[src/rtl/s_to_p_deser.sv]
// Serial-to-parallel deserializer: MSB-first bits qualified by din_valid are packed into W-bit
// words and handed to a one-entry valid/ready output buffer, with overrun and gap-timeout flags.
module s_to_p_deser #(
   parameter int unsigned W       = 4,
   parameter int unsigned TIMEOUT = 8,
   localparam int unsigned CntW   = (W > 1) ? $clog2(W) : 1
) (
   input  logic            clk,
   input  logic            rst,
   input  logic            din,
   input  logic            din_valid,
   output logic [W-1:0]    dout,
   output logic            dout_valid,
   input  logic            dout_ready,
   output logic            overrun,
   input  logic            ovf_clr,
   output logic            frame_err,
   output logic [CntW-1:0] bit_cnt
);

   typedef enum logic [0:0] {StIdle, StShift} state_e;

   state_e          state_q, state_d;
   logic [CntW-1:0] cnt_q, cnt_d;
   logic [W-1:0]    sreg_q, sreg_d;
   logic [7:0]      gap_q, gap_d;
   logic [W-1:0]    dout_q, dout_d;
   logic            dout_valid_q, dout_valid_d;
   logic            overrun_q, overrun_d;
   logic            frame_err_q, frame_err_d;

   logic [W-1:0]    word;
   logic            complete;
   logic            accept;
   logic            drop;

   assign word   = {sreg_q[W-2:0], din};
   assign accept = dout_valid_q & dout_ready;

   // Shift register, bit counter and gap timer.
   always_comb begin
      sreg_d      = sreg_q;
      cnt_d       = cnt_q;
      gap_d       = gap_q;
      complete    = 1'b0;
      frame_err_d = 1'b0;
      if (din_valid) begin
         sreg_d = word;
         gap_d  = '0;
         if (cnt_q == CntW'(W - 1)) begin
            complete = 1'b1;
            cnt_d    = '0;
         end else begin
            cnt_d = cnt_q + CntW'(1);
         end
      end else if ((state_q == StShift) && (TIMEOUT != 0)) begin
         if (({1'b0, gap_q} + 9'd1) == 9'(TIMEOUT)) begin
            // Partial word abandoned; the output buffer is left untouched.
            sreg_d      = '0;
            cnt_d       = '0;
            gap_d       = '0;
            frame_err_d = 1'b1;
         end else begin
            gap_d = gap_q + 8'd1;
         end
      end else begin
         gap_d = '0;
      end
      state_d = (cnt_d != '0) ? StShift : StIdle;
   end

   // One-entry output buffer and sticky overrun.
   always_comb begin
      dout_d       = dout_q;
      dout_valid_d = dout_valid_q;
      drop         = complete & dout_valid_q & ~dout_ready;
      if (complete && !drop) begin
         dout_d       = word;
         dout_valid_d = 1'b1;
      end else if (accept && !complete) begin
         dout_valid_d = 1'b0;
      end
      if (drop) begin
         overrun_d = 1'b1;
      end else if (ovf_clr) begin
         overrun_d = 1'b0;
      end else begin
         overrun_d = overrun_q;
      end
   end

   always_ff @(posedge clk) begin
      if (!rst) begin
         state_q      <= StIdle;
         cnt_q        <= '0;
         sreg_q       <= '0;
         gap_q        <= '0;
         dout_q       <= '0;
         dout_valid_q <= 1'b0;
         overrun_q    <= 1'b0;
         frame_err_q  <= 1'b0;
      end else begin
         state_q      <= state_d;
         cnt_q        <= cnt_d;
         sreg_q       <= sreg_d;
         gap_q        <= gap_d;
         dout_q       <= dout_d;
         dout_valid_q <= dout_valid_d;
         overrun_q    <= overrun_d;
         frame_err_q  <= frame_err_d;
      end
   end

   assign dout       = dout_q;
   assign dout_valid = dout_valid_q;
   assign overrun    = overrun_q;
   assign frame_err  = frame_err_q;
   assign bit_cnt    = cnt_q;

endmodule

[config.mk]
export PLATFORM = sky130hd
export DESIGN_NAME = s_to_p_deser
export DESIGN_NICKNAME = d
export VERILOG_FILES = /design/src/rtl/s_to_p_deser.sv
export SDC_FILE = /design/constraint.sdc
export NUM_CORES = 1
export LEC_CHECK = 0
export CAP_MARGIN = 15
export CORE_ASPECT_RATIO = 1.25
export CORE_MARGIN = 2
export CORE_UTILIZATION = 35
export DETAILED_ROUTE_END_ITERATION = 8
export PLACE_DENSITY = 0.6
export SLEW_MARGIN = 25
export SYNTH_ARGS = -nofsm -noshare
export SYNTH_HDL_FRONTEND = slang
export SYNTH_SLANG_ARGS = --single-unit
[constraint.sdc]
create_clock -name clk -period 2.2 [get_ports clk]
set_input_delay 0.44 -clock clk [delete_from_list [all_inputs] [get_ports clk]]
set_output_delay 0.44 -clock clk [all_outputs]
set_load 0.03 [all_outputs]
==> results of run 1 <==
==> what timing repair did <==
action / 4_1_cts / 5_1_grt
gates resized for setup: 0 / 1
endpoints found under the setup margin: 0 / 1
setup buffers: 0 / 0
hold buffers: 0 / 0
==> state kept, by name, indices dropped and copies added (netlist names) <==
name,cells
dout_valid,1
sreg_q,3
frame_err,1
gap_q,8
bit_cnt,2
dout,4
overrun,1
state_q,1
==> worst max-delay path by stage <==
stage,slack [ns],startpoint,to,cells past startpoint
3_3_place_gp,0.29,gap_q[2]$_SDFF_PP0_,state_q$_SDFF_PN0_,5
6_report,0.24,gap_q[2]$_SDFF_PP0_,bit_cnt[1]$_SDFF_PN0_,5
2_1_floorplan,0.38,gap_q[0]$_SDFF_PP0_,bit_cnt[1]$_SDFF_PN0_,7
5_1_grt,0.06,gap_q[2]$_SDFF_PP0_,sreg_q[2]$_SDFFE_PN0P_,5
3_5_place_dp,0.23,gap_q[2]$_SDFF_PP0_,bit_cnt[0]$_SDFF_PN0_,5
4_1_cts,0.21,gap_q[2]$_SDFF_PP0_,bit_cnt[0]$_SDFF_PN0_,5
==> metal layers <==
metal	track usage (%)	wire length [µm]	up-vias
met1	13.3	745	357
met4	6.08	29	0
li1	-	-	399
met3	2.63	71	4
met5	0	0	-
met2	23.2	916	15
==> logic make-up (layout without fill, tap and decap cells) <==
| kind of cell | count (synthesis) | after routing | synth area share, % |
|---|---|---|---|
| AO/OA/AOI/OAI | 18 | 18 | 11.6 |
| multiplexers | 4 | 4 | 4.18 |
| flip-flops | 21 | 21 | 43.9 |
| XOR/XNOR | 6 | 6 | 5.48 |
| adder cells (fa/ha/maj) | 3 | 3 | 3.92 |
| buffers and inverters | 6 | 23 | 3.13 |
| AND/OR/NAND/NOR | 47 | 47 | 27.8 |
==> cells in the mapped netlist (3+ instances only) <==
library cell | count | share of area, %
dfxtp_1 | 21 | 44
nor2b_1 | 7 | 4.6
o21ai_0 | 3 | 1.6
xor2_1 | 5 | 4.6
clkbuf_1 | 3 | 1.2
mux2i_1 | 4 | 4.2
nor3_1 | 3 | 1.6
o21ai_1 | 7 | 3.7
nand4_1 | 3 | 2.0
ha_1 | 3 | 3.9
nor2_1 | 6 | 2.3
nand2_1 | 14 | 5.5
==> per-stage QoR <==
step | util [%] | total power [mW] | setup WS [ns] | area [µm²] | hold WS [ns]
final | 44.2 | 0.649 | 0.243 | 1170 | 0.464
after global routing | 44.2 | 0.688 | 0.0629 | 1170 | 0.490
after CTS | 44.0 | 0.659 | 0.212 | 1170 | 0.467
after detailed placement | 43.0 | 0.478 | 0.234 | 1140 | 0.449
after global placement | 43.0 | 0.476 | 0.286 | 1140 | 0.449
after floorplan | - | 0.445 | 0.377 | 958 | 0.428
==> worst register-to-register path: cells and delay by family (launching register included) <==
kind / cells / cell delay, ns
DFF: 1 / 0.52
and+or+nand+nor: 3 / 1.02
AOI/OAI and AO/OA: 2 / 0.33
==> final cells by class <==
type	count	share of cell area (%)
multi-input cells	78	43.7
flip-flops and latches	21	35.8
repair buffers	17	13.9
well taps	34	3.62
clock buffers	3	1.92
inverters	2	0.640
clock inverters	1	0.426
==> power groups by stage <==
| stage | clock network, mW | logic (mW) | registers (mW) |
|---|---|---|---|
| 5_1_grt | 0.210 | 0.0737 | 0.404 |
| 4_1_cts | 0.189 | 0.0680 | 0.402 |
| 2_1_floorplan | 0 | 0.0262 | 0.419 |
| 3_5_place_dp | 0 | 0.0678 | 0.410 |
| 6_report | 0.180 | 0.0674 | 0.402 |
| 3_3_place_gp | 0 | 0.0662 | 0.410 |
==> flow_summary.json, run 1 <==
{
  "run_status": "finished clean",
  "max-vdd-ir-drop_uv": 327,
  "cpPeakStageDelay_ns": 0.52,
  "tritoncts": "built",
  "clkSlewWorstSetupHoldPaths_ns": 0.12,
  "start_util_pct": 36.1,
  "path_class": "reg -> reg",
  "power.internal_mw": 0.493,
  "yosys_warnings": 0,
  "multi_input_area_um2": 513,
  "slew_viol_final": 0,
  "grt_pass1_vias": 774,
  "drive_above_1_share_pct": 9.84,
  "most-common-layout-cells": "dfxtp_1 (21), nand2_1 (14), clkdlybuf4s50_1 (14), nor2b_1 (7), o21ai_1 (7)",
  "fin_crit_ns": 1.96,
  "route.detailed.drc": 0,
  "synth.avg_cell_area_um2": 9.13,
  "crit_top_cell": "o21ai_1",
  "cp-start-kind": "register",
  "path_max_fanout": 9,
  "cts_made_buffers": 3,
  "register_area_um2": 420,
  "viasPerCell": 4.97,
  "cp_data_required_time_ns": 2.39,
  "fill_cells": 265,
  "report.final.setup_viol": 0,
  "antenna_found_initial": 0,
  "final_nets": 132,
  "die_area_um2": 3180,
  "max_slew_margin_pct": 68.2,
  "crit_slowest_cell": "dfxtp_1",
  "synth_edf_count": 0,
  "insertion_delay_ns": 0.29,
  "period_share_pct": 89.0,
  "tightestPinTransition_ns": 0.477,
  "clock_skew_ns": 0.00213,
  "dp_hpwl_mm": 1.39,
  "worstRegToRegCells": 5,
  "end_kind": "register",
  "io_buffers": 14,
  "detail-route-antenna-nets": 0,
  "synth_cells": 105,
  "drt_pass1_iterations": 3,
  "p_switching_mw": 0.156,
  "grt_start_max_net_pins": 13,
  "leakage_nw": 0.390,
  "dp_cells": 152,
  "critPathTopFamily": "simple AND/OR/NAND/NOR gates",
  "place_congestion": 0.867,
  "syn-num-nets": 114,
  "netSwitchingFraction_pct": 24.0,
  "r2r_setup_slack_ns": 0.24,
  "path_buf_inv": 0,
  "clkSinkCount": 21,
  "reg2reg_to": "bit_cnt[1]$_SDFF_PN0_",
  "min_to": "sreg_q[2]$_SDFFE_PN0P_",
  "syn_area_um2": 958,
  "rsz0062_at_grt": "no",
  "synthFlopType": "dfxtp_1",
  "crit_arrival_ns": 2.14,
  "whs_path_depth": 2,
  "setup_tns_ns": 0,
  "rows": 21,
  "cap_violations": 0,
  "area_growth_syn_to_layout_pct": 22.5,
  "async_reset_ff_share_pct": 0,
  "rr_startpoint": "gap_q[2]$_SDFF_PP0_",
  "timing.final.hold_violations": 0,
  "cts_htree_levels": 1,
  "holdCritPathClass": "reg -> reg",
  "clock.fmax_mhz": 511,
  "drt_iter0_markers": 6,
  "die_x_um": 50.8,
  "path_cells": "nand3_1, nor4_1, o21ai_1, nor4b_4, o21ai_1",
  "post_drt_wl_per_cell_um": 11.3,
  "clockBufferDepth": 2,
  "seqPwrFrac_pct": 61.9,
  "min-delay-start": "sreg_q[2]$_SDFFE_PN0P_",
  "wl_mm": 1.76,
  "final_common_cell": "dfxtp_1",
  "final_cell_count_no_fill": 156,
  "clkPwrFrac_pct": 27.7,
  "gr-usage-all-layers_pct": 12.7,
  "die_h_um": 62.5,
  "core_area_um2": 2650,
  "vias": 775,
  "grt_pass1_wl_mm": 3.16,
  "overflow": 0,
  "root_buffer": "clkbuf_4",
  "io_pins": 15,
  "synth_seq_cells": 21,
  "antenna_cells": 0,
  "ys_types": 33,
  "p_per_area_nw_per_um2": 553,
  "pwr-share-comb_pct": 10.4,
  "yosysSeqAreaShare_pct": 43.9
}
(Power assumes the default switching activity.)
==> run 2, diff against run 1 <==
--- a/config.mk
+++ b/config.mk
@@ -10,4 +10,5 @@
 export CORE_MARGIN = 2
 export CORE_UTILIZATION = 35
+export CTS_BUF_LIST = sky130_fd_sc_hd__clkbuf_4 sky130_fd_sc_hd__clkbuf_8
 export DETAILED_ROUTE_END_ITERATION = 8
 export PLACE_DENSITY = 0.6
==> constraint.sdc (replaced) <==
create_clock -name clk -period 2.2 [get_ports clk]
set_input_delay 0.44 -clock clk [delete_from_list [all_inputs] [get_ports clk]]
set_output_delay 0.44 -clock clk [all_outputs]
set_load 0.02 [all_outputs]
==> results of run 2 <==
The final DEF is identical to that of run 1. Status: finished clean.
Main changes from that run: total power 0.649 mW -> 0.645 mW
==> run 3, diff against run 2 <==
Settings changed: GPL_ROUTABILITY_DRIVEN from default to 0.
==> results of run 3 <==
The final DEF is identical to that of run 1. Status: finished clean.
Main changes from that run: total power 0.649 mW -> 0.645 mW
